<file path="src/rtl/mem_access_ctrl_if.sv">
// Bundle between the MEM stage, the access controller and the word-only data RAM.
// master is the controller's view; slave is the view of the pipeline/RAM environment.
interface mem_access_ctrl_if #(
    parameter int unsigned ADDR_W = 32
);
    logic              req_i;
    logic [2:0]        op_i;
    logic [ADDR_W-1:0] addr_i;
    logic [31:0]       wdata_i;
    logic              stall_o;
    logic              done_o;
    logic              err_o;
    logic [31:0]       rdata_o;
    logic              ram_ce_o;
    logic              ram_we_o;
    logic [ADDR_W-1:0] ram_addr_o;
    logic [31:0]       ram_data_o;
    logic [31:0]       ram_data_i;
    logic              ram_ack_i;

    modport master (
        input  req_i, op_i, addr_i, wdata_i, ram_data_i, ram_ack_i,
        output stall_o, done_o, err_o, rdata_o, ram_ce_o, ram_we_o, ram_addr_o, ram_data_o
    );

    modport slave (
        output req_i, op_i, addr_i, wdata_i, ram_data_i, ram_ack_i,
        input  stall_o, done_o, err_o, rdata_o, ram_ce_o, ram_we_o, ram_addr_o, ram_data_o
    );
endinterface

</file>
<file path="src/rtl/mem_access_ctrl.sv">
// MEM-stage bus initiator: turns one byte/half/word load or store into word-RAM
// transactions (sub-word stores as read-modify-write) and returns the extended load data.
module mem_access_ctrl #(
    parameter int unsigned ADDR_W = 32
) (
    input  logic               clk,
    input  logic               rst,
    mem_access_ctrl_if.master  bus
);
    localparam logic [2:0] OpLb  = 3'b000;
    localparam logic [2:0] OpLbu = 3'b001;
    localparam logic [2:0] OpLh  = 3'b010;
    localparam logic [2:0] OpLhu = 3'b011;
    localparam logic [2:0] OpLw  = 3'b100;
    localparam logic [2:0] OpSb  = 3'b101;
    localparam logic [2:0] OpSh  = 3'b110;
    localparam logic [2:0] OpSw  = 3'b111;

    typedef enum logic [2:0] {StIdle, StRdA, StRdB, StWrA, StWrB, StDone} state_e;

    state_e            state_q;
    logic [2:0]        op_q;
    logic [1:0]        addr_lo_q;
    logic [15:0]       wdata_lo_q;
    logic              ram_ce_q;
    logic              ram_we_q;
    logic [ADDR_W-1:0] ram_addr_q;
    logic [31:0]       ram_data_q;
    logic              done_q;
    logic              err_q;
    logic [31:0]       rdata_q;

    logic              misaligned;
    logic [7:0]        byte_sel;
    logic [15:0]       half_sel;
    logic [31:0]       load_ext;
    logic [31:0]       merged;

    always_comb begin
        misaligned = 1'b0;
        unique case (bus.op_i)
            OpLh, OpLhu, OpSh: misaligned = bus.addr_i[0];
            OpLw, OpSw:        misaligned = (bus.addr_i[1:0] != 2'b00);
            default:           misaligned = 1'b0;
        endcase
    end

    // Big-endian lane selection on the word returned by the RAM
    always_comb begin
        byte_sel = 8'h00;
        unique case (addr_lo_q)
            2'b00:   byte_sel = bus.ram_data_i[31:24];
            2'b01:   byte_sel = bus.ram_data_i[23:16];
            2'b10:   byte_sel = bus.ram_data_i[15:8];
            default: byte_sel = bus.ram_data_i[7:0];
        endcase
        half_sel = addr_lo_q[1] ? bus.ram_data_i[15:0] : bus.ram_data_i[31:16];

        load_ext = bus.ram_data_i;
        unique case (op_q)
            OpLb:    load_ext = {{24{byte_sel[7]}}, byte_sel};
            OpLbu:   load_ext = {24'h000000, byte_sel};
            OpLh:    load_ext = {{16{half_sel[15]}}, half_sel};
            OpLhu:   load_ext = {16'h0000, half_sel};
            default: load_ext = bus.ram_data_i;
        endcase
    end

    always_comb begin
        merged = bus.ram_data_i;
        if (op_q == OpSb) begin
            unique case (addr_lo_q)
                2'b00:   merged[31:24] = wdata_lo_q[7:0];
                2'b01:   merged[23:16] = wdata_lo_q[7:0];
                2'b10:   merged[15:8]  = wdata_lo_q[7:0];
                default: merged[7:0]   = wdata_lo_q[7:0];
            endcase
        end else if (op_q == OpSh) begin
            if (addr_lo_q[1]) merged[15:0]  = wdata_lo_q;
            else              merged[31:16] = wdata_lo_q;
        end
    end

    always_ff @(posedge clk or negedge rst) begin
        if (!rst) begin
            state_q    <= StIdle;
            op_q       <= OpLb;
            addr_lo_q  <= 2'b00;
            wdata_lo_q <= 16'h0000;
            ram_ce_q   <= 1'b0;
            ram_we_q   <= 1'b0;
            ram_addr_q <= '0;
            ram_data_q <= 32'h0;
            done_q     <= 1'b0;
            err_q      <= 1'b0;
            rdata_q    <= 32'h0;
        end else begin
            unique case (state_q)
                StIdle: begin
                    done_q <= 1'b0;
                    err_q  <= 1'b0;
                    if (bus.req_i) begin
                        op_q       <= bus.op_i;
                        addr_lo_q  <= bus.addr_i[1:0];
                        wdata_lo_q <= bus.wdata_i[15:0];
                        if (misaligned) begin
                            done_q  <= 1'b1;
                            err_q   <= 1'b1;
                            state_q <= StDone;
                        end else begin
                            ram_addr_q <= {bus.addr_i[ADDR_W-1:2], 2'b00};
                            ram_ce_q   <= 1'b1;
                            if (bus.op_i == OpSw) begin
                                ram_we_q   <= 1'b1;
                                ram_data_q <= bus.wdata_i;
                                state_q    <= StWrA;
                            end else begin
                                ram_we_q <= 1'b0;
                                state_q  <= StRdA;
                            end
                        end
                    end
                end
                StRdA: begin
                    ram_ce_q <= 1'b0;
                    state_q  <= StRdB;
                end
                StRdB: begin
                    if ((op_q == OpSb) || (op_q == OpSh)) begin
                        ram_data_q <= merged;
                        ram_ce_q   <= 1'b1;
                        ram_we_q   <= 1'b1;
                        state_q    <= StWrA;
                    end else begin
                        rdata_q <= load_ext;
                        done_q  <= 1'b1;
                        state_q <= StDone;
                    end
                end
                // The RAM always holds ack low in the first write cycle
                StWrA: state_q <= StWrB;
                StWrB: begin
                    if (bus.ram_ack_i) begin
                        ram_ce_q <= 1'b0;
                        ram_we_q <= 1'b0;
                        done_q   <= 1'b1;
                        state_q  <= StDone;
                    end
                end
                StDone: begin
                    done_q  <= 1'b0;
                    err_q   <= 1'b0;
                    state_q <= StIdle;
                end
                default: state_q <= StIdle;
            endcase
        end
    end

    // Gated by reset so the pipeline is never held while the block is in reset
    assign bus.stall_o = rst && (((state_q == StIdle) && bus.req_i) ||
                                 (state_q == StRdA) || (state_q == StRdB) ||
                                 (state_q == StWrA) || (state_q == StWrB));

    assign bus.done_o     = done_q;
    assign bus.err_o      = err_q;
    assign bus.rdata_o    = rdata_q;
    assign bus.ram_ce_o   = ram_ce_q;
    assign bus.ram_we_o   = ram_we_q;
    assign bus.ram_addr_o = ram_addr_q;
    assign bus.ram_data_o = ram_data_q;
endmodule
</file>
<file path="src/flat_wrapper.sv">
// flat-port wrapper written by rule: the top's interface ports become plain ports
module mem_access_ctrl_flat 
#(
    parameter int unsigned ADDR_W = 32
)
  (clk, rst, bus_req_i, bus_op_i, bus_addr_i, bus_wdata_i, bus_ram_data_i, bus_ram_ack_i, bus_stall_o, bus_done_o, bus_err_o, bus_rdata_o, bus_ram_ce_o, bus_ram_we_o, bus_ram_addr_o, bus_ram_data_o);
  mem_access_ctrl_if #(.ADDR_W(ADDR_W)) bus_i ();
  input  logic clk;
  input  logic rst;
  input wire logic [$bits(bus_i.req_i)-1:0] bus_req_i;
  input wire logic [$bits(bus_i.op_i)-1:0] bus_op_i;
  input wire logic [$bits(bus_i.addr_i)-1:0] bus_addr_i;
  input wire logic [$bits(bus_i.wdata_i)-1:0] bus_wdata_i;
  input wire logic [$bits(bus_i.ram_data_i)-1:0] bus_ram_data_i;
  input wire logic [$bits(bus_i.ram_ack_i)-1:0] bus_ram_ack_i;
  output wire logic [$bits(bus_i.stall_o)-1:0] bus_stall_o;
  output wire logic [$bits(bus_i.done_o)-1:0] bus_done_o;
  output wire logic [$bits(bus_i.err_o)-1:0] bus_err_o;
  output wire logic [$bits(bus_i.rdata_o)-1:0] bus_rdata_o;
  output wire logic [$bits(bus_i.ram_ce_o)-1:0] bus_ram_ce_o;
  output wire logic [$bits(bus_i.ram_we_o)-1:0] bus_ram_we_o;
  output wire logic [$bits(bus_i.ram_addr_o)-1:0] bus_ram_addr_o;
  output wire logic [$bits(bus_i.ram_data_o)-1:0] bus_ram_data_o;
  assign bus_i.req_i = bus_req_i;
  assign bus_i.op_i = bus_op_i;
  assign bus_i.addr_i = bus_addr_i;
  assign bus_i.wdata_i = bus_wdata_i;
  assign bus_i.ram_data_i = bus_ram_data_i;
  assign bus_i.ram_ack_i = bus_ram_ack_i;
  assign bus_stall_o = bus_i.stall_o;
  assign bus_done_o = bus_i.done_o;
  assign bus_err_o = bus_i.err_o;
  assign bus_rdata_o = bus_i.rdata_o;
  assign bus_ram_ce_o = bus_i.ram_ce_o;
  assign bus_ram_we_o = bus_i.ram_we_o;
  assign bus_ram_addr_o = bus_i.ram_addr_o;
  assign bus_ram_data_o = bus_i.ram_data_o;
  mem_access_ctrl #(.ADDR_W(ADDR_W)) u_core (.clk(clk), .rst(rst), .bus(bus_i));
endmodule
</file>
<file path="config.mk">
export PLATFORM = sky130hd
export DESIGN_NAME = mem_access_ctrl_flat
export DESIGN_NICKNAME = d
export VERILOG_FILES = /design/src/rtl/mem_access_ctrl_if.sv /design/src/rtl/mem_access_ctrl.sv /design/src/flat_wrapper.sv
export SDC_FILE = /design/constraint.sdc
export NUM_CORES = 1
export LEC_CHECK = 0
export ABC_AREA = 1
export BUFFER_PORTS_ARGS = -buffer_cell sky130_fd_sc_hd__buf_4
export CORE_UTILIZATION = 40
export CTS_CLUSTER_DIAMETER = 60
export DETAILED_ROUTE_END_ITERATION = 7
export MAX_ROUTING_LAYER = met4
export PLACE_DENSITY = 0.72
export SLEW_MARGIN = 20
export SYNTH_ARGS = -nofsm -noshare
export SYNTH_HDL_FRONTEND = slang
export SYNTH_SLANG_ARGS = --single-unit
</file>
<file path="constraint.sdc">
create_clock -name clk -period 1.6 [get_ports clk]
set_input_delay 0.16 -clock clk [delete_from_list [all_inputs] [get_ports clk]]
set_output_delay 0.16 -clock clk [all_outputs]
set_load 0.05 [all_outputs]
</file>
# ---- Yosys cells after proc, flatten, opt, wreduce, memory -nomap -nowiden
# Cells that the tools add are included.
dict set report totals {
  regBits 122
  in_bits 103
}
dict set report classes {
  n_eq_ne 23
  n_mux 38
  bitwise 2
  n_reduce_logical 27
}
# op count
set op_table {}
lappend op_table {{$mux W32} 6}
lappend op_table {{$pmux W32 S4} 1}
lappend op_table {{$pmux W32 S2} 1}
lappend op_table {{$mux W16} 3}
lappend op_table {{$mux W8} 4}
lappend op_table {{$pmux W8 S3} 1}
lappend op_table {{$eq A3 B3 Y1 const B} 7}
lappend op_table {{$eq A3 B2 Y1 const B} 6}
lappend op_table {{$pmux W3 S5} 1}
lappend op_table {{$reduce_and A5 Y1} 3}
lappend op_table {{$mux W3} 4}
lappend op_table {{$mux W1} 11}
lappend op_table {{$ne A2 B2 Y1 const B} 4}
lappend op_table {{$pmux W1 S4} 2}
lappend op_table {{$reduce_bool A4 Y1} 2}
lappend op_table {{$eq A3 B1 Y1 const B} 2}
lappend op_table {{$logic_not A3 Y1} 2}
lappend op_table {{$reduce_and A2 Y1} 3}
lappend op_table {{$reduce_and A3 Y1} 2}
lappend op_table {{$reduce_bool A2 Y1} 3}
lappend op_table {{$reduce_or A3 Y1} 2}
lappend op_table {{$logic_or A1 B1 Y1} 5}
lappend op_table {{$ne A2 B1 Y1 const B} 2}
lappend op_table {{$pmux W1 S2} 2}
lappend op_table {{other kinds (9)} 11}

# ---- Longest topological paths before layout
# Gate-level depths: netlist of run 1.
dict set report logic_depth {
  word_depth 7
  depth_mapped 10
  depth_no_buf 9
}

# ---- Worst setup path before layout of run 1
# No wires, ideal clock.
dict set report synth_timing {
  kind {flip-flop to output port}
  start {reg u_core.state_q[1]}
  end {out bus_stall_o}
  arrival_time_ns 1.475
  t_required_ns 1.440
  slack_ns -0.035
  path_stages_with_launch 5
  n_path_buf 1
  path_cell_list {dfrtp_1 clkbuf_2 nor2_1 o21ai_0 a21oi_1}
}
dict set report synth_between {
  elab_chain_cells 7
  word_cells_on_any_way 11
  cone_classes {4 x eq/ne; 7 x reduce/logical}
}
# item line_no
set synth_lines {}
lappend synth_lines {{start: declaration} mem_access_ctrl.sv:21} ;# state_e state_q;
lappend synth_lines {{start signal: assignment} mem_access_ctrl.sv:86} ;# state_q <= StIdle;
lappend synth_lines {{start signal: assignment} mem_access_ctrl.sv:109} ;# state_q <= StDone;
lappend synth_lines {{start signal: assignment} mem_access_ctrl.sv:116} ;# state_q <= StWrA;
lappend synth_lines {{$logic_not A3 Y1} mem_access_ctrl.sv:161} ;# assign bus.stall_o = rst && (((state_q == StIdle) && bus.req_i) ||
lappend synth_lines {{$logic_and A1 B1 Y1} mem_access_ctrl.sv:161}
lappend synth_lines {{$logic_or A1 B1 Y1} mem_access_ctrl.sv:161}
lappend synth_lines {{$logic_or A1 B1 Y1 (2 in a row)} mem_access_ctrl.sv:162} ;# (state_q == StRdA) || (state_q == StRdB) ||
lappend synth_lines {{$logic_or A1 B1 Y1 (*)} mem_access_ctrl.sv:163} ;# (state_q == StWrA) || (state_q == StWrB));
lappend synth_lines {{$logic_and A1 B1 Y1 (*)} mem_access_ctrl.sv:161}
lappend synth_lines {{end: declaration} flat_wrapper.sv:16} ;# output wire logic [$bits(bus_i.stall_o)-1:0] bus_stall_o;
# Every way passes the cells marked *; elsewhere a longest branch is shown, timed or not.

# ---- Final worst setup path of run 1
dict set report layout_timing {
  start {reg u_core.state_q[2]}
  end {reg u_core.ram_data_q[10] (netlist: u_core.bus.ram_data_o[10])}
}
dict set report layout_between {
  elab_chain_cells 3
  word_cells_on_any_way 9
  cone_classes {5 x eq/ne; 1 x mux; 3 x reduce/logical}
}
# item line_no
set layout_lines {}
lappend layout_lines {{$eq A3 B2 Y1 / $logic_not A3 Y1 (equally long branches)} mem_access_ctrl.sv:98} ;# unique case (state_q)
lappend layout_lines {{$ne A2 B1 Y1 (no line) (tied with other cells)} n/a}
lappend layout_lines {{$reduce_and A5 Y1 (no line)} n/a}
lappend layout_lines {{end signal: assignment} mem_access_ctrl.sv:115} ;# ram_data_q <= bus.wdata_i;
lappend layout_lines {{end signal: assignment} mem_access_ctrl.sv:130} ;# ram_data_q <= merged;
lappend layout_lines {{end: declaration} mem_access_ctrl.sv:28} ;# logic [31:0] ram_data_q;
# Several ways; a longest one is shown, not always the timed one.
# A chain may end at the register's enable or synchronous reset.

==> results of run 1 <==
-- cell usage in the layout (no fill, tap or decap), types with 3 or more instances in the layout --
cell and instances:
clkinvlp_4 3, nor2_1 41, dfrtp_1 118, clkbuf_16 25
dlygate4sd3_1 52, buf_4 242, nand2_1 553, nand2_2 29
a21oi_2 14, a21oi_4 3, buf_12 15, inv_1 51
buf_8 3, nand3_4 6, clkinv_4 5, dfrtp_2 4
clkinv_2 6, o21ai_0 33, buf_6 13, nor2_4 4
nand2_4 6, o21ai_2 35, inv_2 5, o21ai_1 12
or2_2 41, nand3_1 85, or2_1 6, a21oi_1 38
-- power by group --
| part | internal, mW | leakage [nW] | switching [mW] |
|---|---|---|---|
| registers | 4.57 | 1.50 | 1.25 |
| clock network | 2.02 | 0.262 | 1.56 |
| logic | 5.65 | 4.50 | 10.3 |
| total | 12.2 | 6.26 | 13.2 |
-- area by class of cell --
type / count / area share
Clock inverter: 14 / 0.00864
Multi-Input combinational cell: 924 / 0.379
Sequential cell: 122 / 0.264
Inverter: 61 / 0.0207
Timing Repair Buffer: 333 / 0.261
Clock buffer: 18 / 0.0379
Tap cell: 260 / 0.0281
-- metal layers --
metal,routed length [um],vias up
met4,847,0
li1,-,4254
met2,13700,437
met5,0,-
met3,2330,49
met1,11600,4062
-- timing repair --
action | CTS | global route
hold buffers | 52 | 0
setup buffers | 7 | 9
hold endpoints to repair | 173 | 0
pin swaps | 3 | 25
endpoints found under the setup margin | 2 | 117
gates cloned | 0 | 11
resized for setup | 8 | 89
-- sequential cells by signal (all words and copies together) (netlist names) --
| register | cells |
|---|---|
| u_core.bus.ram_ce_o | 1 |
| u_core.wdata_lo_q | 16 |
| u_core.bus.ram_data_o | 32 |
| u_core.bus.err_o | 1 |
| u_core.bus.ram_addr_o | 30 |
| u_core.bus.done_o | 1 |
| u_core.addr_lo_q | 2 |
| u_core.op_q | 3 |
| u_core.state_q | 3 |
| u_core.bus.ram_we_o | 1 |
| u_core.bus.rdata_o | 32 |
-- critical path, delay by kind of cell (launching register included) --
family          cells  cell delay, ps
buf+inv             3             480
simple gates        4             400
compound gates      2             250
flops               1             410
-- path summary, 6_finish.rpt --
check / slack, ps / start / cells after the start / to
worst max-delay path: -40 / u_core.state_q[2]$_DFFE_PN0P_ / 9 / u_core.bus.ram_data_o[10]$_DFFE_PN0P_
worst min register to register: 470 / u_core.bus.ram_ce_o$_DFFE_PN0P_ / 2 / u_core.bus.ram_ce_o$_DFFE_PN0P_
worst max register to register: -40 / u_core.state_q[2]$_DFFE_PN0P_ / 9 / u_core.bus.ram_data_o[10]$_DFFE_PN0P_
min in group asynchronous: 440 / rst / 3 / u_core.bus.rdata_o[17]$_DFFE_PN0P_
max in group asynchronous: 580 / rst / 3 / u_core.state_q[1]$_DFFE_PN0P_
worst min-delay path: 40 / bus_ram_ack_i / 4 / u_core.state_q[2]$_DFFE_PN0P_
-- per-stage QoR --
stage                util  setup slack [ps]  hold slack, ps  instances
finish              0.611             -41.2            37.1       1732
global route        0.611              -104            45.5       1732
CTS                 0.578             -52.9            27.4       1712
detailed placement  0.518              3.47             382       1621
global placement    0.518              35.2             377       1621
floorplan               -               104            -136       1178
-- logic make-up after synthesis --
family,Yosys count
buffers and inverters,133
and+or+nand+nor,780
DFF,122
AOI/OAI and AO/OA,141
other,1
==> impl_metrics.yaml, run 1 <==
sta:
  finalCritPeriodShare: 1.03
  fmax_mhz: 609
  fin_skew_ps: 5.98
  finalMaxSlewViolations: 0
  tightest_slew_ps: 709
  finalCriticalPeriod_ps: 1640
  setup_violations: 19
  layout_setup_ws_ps: -41.2
  hold_viol_final: 0
  setup_tns_ps: -354
  maxSlewHeadroom: 0.527
  rsz0062_at_grt: "true"
cts:
  cts_tree: "yes"
  clk_pin_slew_ps: 60
  h-tree-depth: 4
  clockRootBuffer: "clkbuf_16"
  cts_buffers: 17
  clock_sinks: 122
  cts.path.max_buffers: 2
  clk_latency_ps: 420
floorplan:
  core_region_area_um2: 19000
  rows: 50
  die_x_um: 142
  io_pins: 204
  fp.dieH_um: 142
  initial_core_util: 0.414
  die_area_um2: 20200
logic_synthesis:
  ys_top_cells_by_count: "nand2_1 (573), dfrtp_1 (122), nand3_1 (87), a21oi_1 (55), inv_1 (52)"
  synth_top_area_share: 0.389
  synthesis.area_um2: 7840
  yosysUniqueCellTypes: 37
  avgSynthCellArea_um2: 6.66
  synth.most_common_cell: "nand2_1"
  postSynthCellCount: 1177
  synth_largest_area_cell: "dfrtp_1"
  muxShareOfSynthArea: 0
  synth_xor_area_frac: 0
  ys_seq_area_frac: 0.389
  synthArstFlopShare: 1.00
  synthAdderAreaFrac: 0
  ys.flop_type: "dfrtp_1"
  synthSimpleGateAreaFrac: 0.421
  synthTopCellsByArea: "dfrtp_1 (39%), nand2_1 (27%), nand3_1 (5.6%), o21ai_2 (3.7%), a21oi_1 (3.5%)"
  synth_edf_count: 0
  synth-compound-area-share: 0.107
  synth_top_family_by_area: "simple AND/OR/NAND/NOR gates"
  ys_warn_count: 0
  synth_seq_cells: 122
place:
  dp_hpwl_mm: 18.4
  place_congestion: 0.961
  placed_area_um2: 9810
  port-buffer-count: 201
power_and_ir_drop:
  peakVddDrop_mv: 1.38
  total_power_mw: 25.4
  powerDensity_nw_per_um2: 2190
  p_leak_nw: 6.26
routing:
  ant_nets: 0
  drc_errors: 0
  avgViaCountPerCell: 5.08
  drt-total-wl_mm: 28.4
  drt_first_pass_iters: 6
  routedWlPerCell_um: 16.4
  drtIter0Drc: 709
  vias: 8802
cells_and_area:
  drive_above_1_share: 0.321
  nFillCells: 1711
  design_area_um2: 11600
  multiInputGateArea_um2: 4400
  syn_to_final_growth_pct: 47.8
  n_antenna_cell: 0
  fin_nets: 1562
  seq_area_um2: 3060
global_routing:
  track_usage: 0.277
  top_usage_layer: "met2"
  grt_pass1_wl_mm: 42.0
  met2_usage: 0.443
  use_met1: 0.339
  grt_util_met3: 0.0612
  antenna_found_initial: 0
  grt_pass1_vias: 8172
  grt_overflow_total: 0
  grt_max_degree: 123
setup_path:
  cp_slowest_cell: "dfrtp_1"
  crit_path_start_kind: "flip-flop"
  crit_path_max_fanout: 8
  path_cells: "nor2_4, buf_6, nand2_2, o21ai_4, buf_12, nand3_4, clkbuf_16, nand2_2, o21ai_2"
  worst_setup_path_end_kind: "flip-flop"
  slowest_delay_ps: 410
  arrival_ps: 1960
  critPathRequiredTime_ps: 1920
  worstSetupPathType: "flip-flop to flip-flop"
  cpMostUsedCell: "nand2_2"
hold_path:
  holdCritPathClass: "input pin to flip-flop"
run_status:
  status: "complete, but fails checks"
  violations: "negative setup slack"
run:
  drv_cap: 0
No activity file was read; power rests on OpenSTA's default activity.
==> inputs of run 2 (changes only) <==
--- a/config.mk
+++ b/config.mk
@@ -7,11 +7,11 @@
 export LEC_CHECK = 0
 export ABC_AREA = 1
 export BUFFER_PORTS_ARGS = -buffer_cell sky130_fd_sc_hd__buf_4
-export CORE_UTILIZATION = 40
+export CORE_UTILIZATION = 49
 export CTS_CLUSTER_DIAMETER = 60
 export DETAILED_ROUTE_END_ITERATION = 7
 export MAX_ROUTING_LAYER = met4
-export PLACE_DENSITY = 0.72
+export PLACE_DENSITY = 0.84
 export SLEW_MARGIN = 20
 export SYNTH_ARGS = -nofsm -noshare
 export SYNTH_HDL_FRONTEND = slang
==> run 2 against run 1 <==
  * Maximum frequency is 2.2% lower
  * Count of clock-buffer cells in the layout rose by 1
  * Total power rose by 1.3%
  * Critical endpoint is now bus_stall_o
  * Register-to-register slack got worse by 40 ps
  * Highest routed layer unchanged
  * The run still ends with negative setup slack left
  * Largest cell class unchanged
  * Clock skew rose by 1.1 ps
==> impl_metrics.yaml, run 2 (synthesis results as in run 1) <==
sta:
  finalMaxSlewViolations: 0
  fin_skew_ps: 7.05
  hold_viol_final: 0
  setup_tns_ps: -375
  finalCritPeriodShare: 1.05
  fmax_mhz: 596
  finalCriticalPeriod_ps: 1680
  rsz0062_at_grt: "true"
  setup_violations: 26
  layout_setup_ws_ps: -77.5
  tightest_slew_ps: 718
  maxSlewHeadroom: 0.522
routing:
  avgViaCountPerCell: 5.43
  vias: 9089
  drt-total-wl_mm: 29.5
  drt_first_pass_iters: 5
  ant_nets: 0
  drc_errors: 0
  drtIter0Drc: 896
  routedWlPerCell_um: 17.6
run_status:
  violations: "negative setup slack"
  status: "complete, but fails checks"
cells_and_area:
  drive_above_1_share: 0.329
  nFillCells: 1185
  n_antenna_cell: 0
  syn_to_final_growth_pct: 46.7
  layout_common_cells: "nand2_1 (551), buf_4 (242), dfrtp_1 (118)"
  fin_nets: 1554
  final_common_cell: "nand2_1"
global_routing:
  track_usage: 0.352
  grt_max_degree: 123
  grt_pass1_wl_mm: 43.5
  antenna_found_initial: 0
  grt_overflow_total: 0
  grt_pass1_vias: 8646
setup_path:
  worst_setup_path_end_kind: "output port"
  ff2ff_setup_slack_ps: -80
  critPathRequiredTime_ps: 1440
  worstSetupPathType: "flip-flop to output port"
  crit_path_start_kind: "flip-flop"
  arrival_ps: 1520
  crit_path_max_fanout: 4
floorplan:
  die_area_um2: 16500
  io_pins: 204
  die_x_um: 129
  core_region_area_um2: 15400
  fp.dieH_um: 129
  rows: 45
  initial_core_util: 0.508
place:
  dp_hpwl_mm: 18.5
  preCtsSetupSlack_ps: 3.39
  place_congestion: 0.985
  port-buffer-count: 201
cts:
  clk_latency_ps: 430
  cts.path.max_buffers: 2
  cts_buffers: 17
  cts_tree: "yes"
  h-tree-depth: 4
  clockRootBuffer: "clkbuf_16"
  clock_sinks: 122
  clk_pin_slew_ps: 60
run:
  drv_cap: 0
hold_path:
  holdCritPathClass: "input pin to flip-flop"
power_and_ir_drop:
  p_leak_nw: 6.24
  powerDensity_nw_per_um2: 2240
  peakVddDrop_mv: 1.42
-- run 2: layer usage --
layer	track usage	vias to the layer above	wire length [um]
met1	0.420	4208	11300
li1	-	4240	-
met5	-	-	0
met3	0.0694	101	2760
met2	0.565	540	14200
met4	0.181	0	1260
-- run 2: critical path, stage by stage (launching register included) --
cell and delay [ps]:
dfrtp_1 410, buf_6 150, nor2_4 110, o21ai_2 100, a21oi_4 150, buf_8 170
-- run 2: layout make-up --
| class | instances | area [um^2] | area share |
|---|---|---|---|
| Clock inverter | 13 | 165 | 0.0144 |
| Timing Repair Buffer | 325 | 2870 | 0.249 |
| Sequential cell | 122 | 3060 | 0.266 |
| Inverter | 61 | 239 | 0.0208 |
| Multi-Input combinational cell | 924 | 4460 | 0.388 |
| Clock buffer | 19 | 453 | 0.0394 |
| Tap cell | 211 | 264 | 0.0229 |
-- run 2: worst paths after layout --
kind / from / depth (start not counted) / end
setup / recovery: u_core.state_q[0]$_DFFE_PN0P_ / 5 / bus_stall_o
hold / removal: bus_op_i[0] / 3 / u_core.op_q[0]$_DFFE_PN0P_
setup reg to reg: u_core.state_q[2]$_DFFE_PN0P_ / 10 / u_core.bus.ram_addr_o[18]$_DFFE_PN0P_
hold reg to reg: u_core.bus.ram_ce_o$_DFFE_PN0P_ / 2 / u_core.bus.ram_ce_o$_DFFE_PN0P_
max in group asynchronous: rst / 3 / u_core.bus.ram_data_o[14]$_DFFE_PN0P_
min in group asynchronous: rst / 3 / u_core.bus.rdata_o[0]$_DFFE_PN0P_
-- run 2: per-stage QoR --
| stage | cells | total power, mW | hold WS [ps] | utilization | instance area [um^2] |
|---|---|---|---|---|---|
| after floorplan | 1178 | 15.6 | -136 | - | 7850 |
| after global placement | 1573 | 19.8 | 368 | 0.633 | 9760 |
| after detailed placement | 1573 | 20.1 | 377 | 0.633 | 9760 |
| after CTS | 1659 | 24.5 | 3.49 | 0.711 | 11000 |
| after global routing | 1675 | 27.2 | 19.1 | 0.746 | 11500 |
| final | 1675 | 25.7 | 19.9 | 0.746 | 11500 |
-- run 2: where the power goes --
group	leakage (nW)	total [mW]	internal [mW]	switching, mW
sequential	1.50	5.81	4.57	1.24
clock	0.292	4.08	2.54	1.54
combinational	4.45	15.8	5.39	10.5
-- run 2: timing repair --
| action | CTS | global route |
|---|---|---|
| endpoints found under the setup margin | 2 | 112 |
| hold buffers | 50 | 1 |
| gates cloned | 0 | 9 |
| resized for setup | 16 | 89 |
| endpoints found under the hold margin | 171 | 1 |
| buffers inserted | 4 | 6 |
| pin swaps | 3 | 32 |
==> inputs of run 3 (changes only) <==
--- a/config.mk
+++ b/config.mk
@@ -11,7 +11,7 @@
 export CTS_CLUSTER_DIAMETER = 60
 export DETAILED_ROUTE_END_ITERATION = 7
 export MAX_ROUTING_LAYER = met4
-export PLACE_DENSITY = 0.84
+export PLACE_DENSITY_LB_ADDON = 0.12
 export SLEW_MARGIN = 20
 export SYNTH_ARGS = -nofsm -noshare
 export SYNTH_HDL_FRONTEND = slang
==> run 3 against run 2 <==
  * Clock skew increased by 3.5 ps
  * Maximum frequency decreased by 0.68%
  * Combinational power about the same
  * Worst setup slack got worse by 12 ps
  * Global-route usage decreased by 1.5 points
  * Cell area increased by 0.14%
  * Clock power increased by 5%
  * Routed wire length decreased by 6.5%
  * Final cell count increased by 0.12%
  * First-iteration DRC count decreased by 4.4%
  * The run still ends with negative setup slack left
  * Flip-flop and latch count unchanged
  * Critical path depth increased by 1
==> impl_metrics.yaml, run 3 (synthesis results as in run 1) <==
setup_path:
  worst_setup_path_end_kind: "output port"
  critPathRequiredTime_ps: 1440
  crit_path_start_kind: "flip-flop"
  cp_slowest_cell: "dfrtp_1"
  arrival_ps: 1530
  cpLargestDelayFamily: "flip-flops"
  worstSetupPathType: "flip-flop to output port"
  cp.buffers_inverters: 3
  crit_path_max_fanout: 4
  slowest_delay_ps: 390
  path_cells: "buf_6, nor2_4, inv_2, nor2_4, a21oi_2, buf_6"
cells_and_area:
  seq_area_um2: 3060
  nFillCells: 1235
  final_cells: 1677
  multiInputGateArea_um2: 4400
  n_antenna_cell: 0
  drive_above_1_share: 0.328
  layout_common_cells: "nand2_1 (547), buf_4 (246), dfrtp_1 (120)"
  fin_nets: 1556
  final_common_cell: "nand2_1"
  syn_to_final_growth_pct: 46.9
sta:
  maxSlewHeadroom: 0.509
  finalCritPeriodShare: 1.06
  hold_viol_final: 0
  layout_setup_ws_ps: -89.1
  hold_ws_ps: 8.25
  fin_skew_ps: 10.6
  finalCriticalPeriod_ps: 1690
  fmax_mhz: 592
  setup_violations: 84
  finalMaxSlewViolations: 0
  tightest_slew_ps: 737
  rsz0062_at_grt: "true"
  setup_tns_ps: -2160
floorplan:
  core_region_area_um2: 15400
  die_area_um2: 16500
  fp.dieH_um: 129
  die_x_um: 129
  io_pins: 204
  rows: 45
  initial_core_util: 0.508
run:
  drv_cap: 0
place:
  port-buffer-count: 201
  place_inst: 1574
  place_congestion: 0.945
  dp_hpwl_mm: 18.2
hold_path:
  holdCritPathClass: "input pin to flip-flop"
cts:
  clk_latency_ps: 440
  h-tree-depth: 4
  cts.path.max_buffers: 2
  clockRootBuffer: "clkbuf_16"
  cts_tree: "yes"
  cts_buffers: 17
  clock_sinks: 122
  clk_pin_slew_ps: 60
power_and_ir_drop:
  powerDensity_nw_per_um2: 2230
  pwr-share-clk: 0.166
  combPwrFrac: 0.607
  p_leak_nw: 6.31
  peakVddDrop_mv: 1.56
  netSwitchingFraction: 0.510
  switching_power_mw: 13.1
  total_power_mw: 25.7
  internal-power_mw: 12.6
  power_frac_seq: 0.226
routing:
  drt-total-wl_mm: 27.5
  routedWlPerCell_um: 16.4
  drc_errors: 0
  vias: 8856
  avgViaCountPerCell: 5.28
  ant_nets: 0
  drt_first_pass_iters: 7
  drtIter0Drc: 857
global_routing:
  grt_pass1_vias: 8218
  track_usage: 0.337
  grt_overflow_total: 0
  grt_pass1_wl_mm: 41.6
  grt_max_degree: 123
  antenna_found_initial: 0
run_status:
  violations: "negative setup slack"
  status: "complete, but fails checks"
[run 3: worst paths after layout]
path | slack, ps | endpoint | cells past startpoint | from
min in group asynchronous | 370 | u_core.bus.rdata_o[3]$_DFFE_PN0P_ | 3 | rst
min reg2reg | 470 | u_core.bus.ram_addr_o[2]$_DFFE_PN0P_ | 2 | u_core.bus.ram_addr_o[2]$_DFFE_PN0P_
max in group asynchronous | 610 | u_core.state_q[1]$_DFFE_PN0P_ | 3 | rst
max | -90 | bus_stall_o | 6 | u_core.state_q[0]$_DFFE_PN0P_
max reg2reg | -60 | u_core.bus.ram_addr_o[17]$_DFFE_PN0P_ | 10 | u_core.state_q[0]$_DFFE_PN0P_
min | 8 | u_core.state_q[2]$_DFFE_PN0P_ | 4 | bus_ram_ack_i
[run 3: what timing repair did]
| item | in CTS | in global routing |
|---|---|---|
| setup endpoints to repair | 3 | 113 |
| pin swaps | 0 | 27 |
| gates resized for setup | 7 | 86 |
| buffers inserted | 1 | 9 |
| hold endpoints to repair | 173 | 0 |
| gates cloned | 0 | 10 |
| hold buffers | 52 | 0 |
[run 3: final cells by class]
| class | count | area share |
|---|---|---|
| clock buffers | 18 | 0.0381 |
| inverters | 61 | 0.0204 |
| flip-flops and latches | 122 | 0.265 |
| repair buffers | 328 | 0.254 |
| well taps | 211 | 0.0229 |
| multi-input cells | 923 | 0.382 |
| clock inverters | 14 | 0.0180 |
[run 3: power by group through the flow]
stage / clock (mW) / combinational [mW] / sequential (mW)
final: 4.28 / 15.6 / 5.82
after global routing: 4.44 / 16.8 / 5.97
after CTS: 4.30 / 14.6 / 5.77
after detailed placement: 0 / 14.4 / 5.77
after global placement: 0 / 14.2 / 5.78
after floorplan: 0 / 6.11 / 9.47
[run 3: worst register-to-register path, stage by stage (launching register included)]
cell	delay [ps]
dfrtp_1	390
buf_6	120
nor2_4	120
inv_2	70
nor2_4	140
inv_2	70
nor2_4	220
nand2_2	100
buf_12	170
nand2_1	80
nand2_1	60
[run 3: metrics by stage]
| stage | area, um^2 | util | setup WS (ps) |
|---|---|---|---|
| finish | 11500 | 0.747 | -89.1 |
| global route | 11500 | 0.747 | -153 |
| CTS | 11000 | 0.712 | -84.9 |
| detailed placement | 9790 | 0.635 | -19.1 |
| global placement | 9790 | 0.635 | -2.32 |
| floorplan | 7850 | - | 104 |
[run 3: metal layers]
| layer | wire (um) | GRT usage | vias up |
|---|---|---|---|
| met4 | 1040 | 0.143 | 0 |
| met1 | 11100 | 0.412 | 4087 |
| met5 | 0 | - | - |
| met3 | 2370 | 0.0653 | 76 |
| li1 | - | - | 4236 |
| met2 | 13000 | 0.545 | 457 |
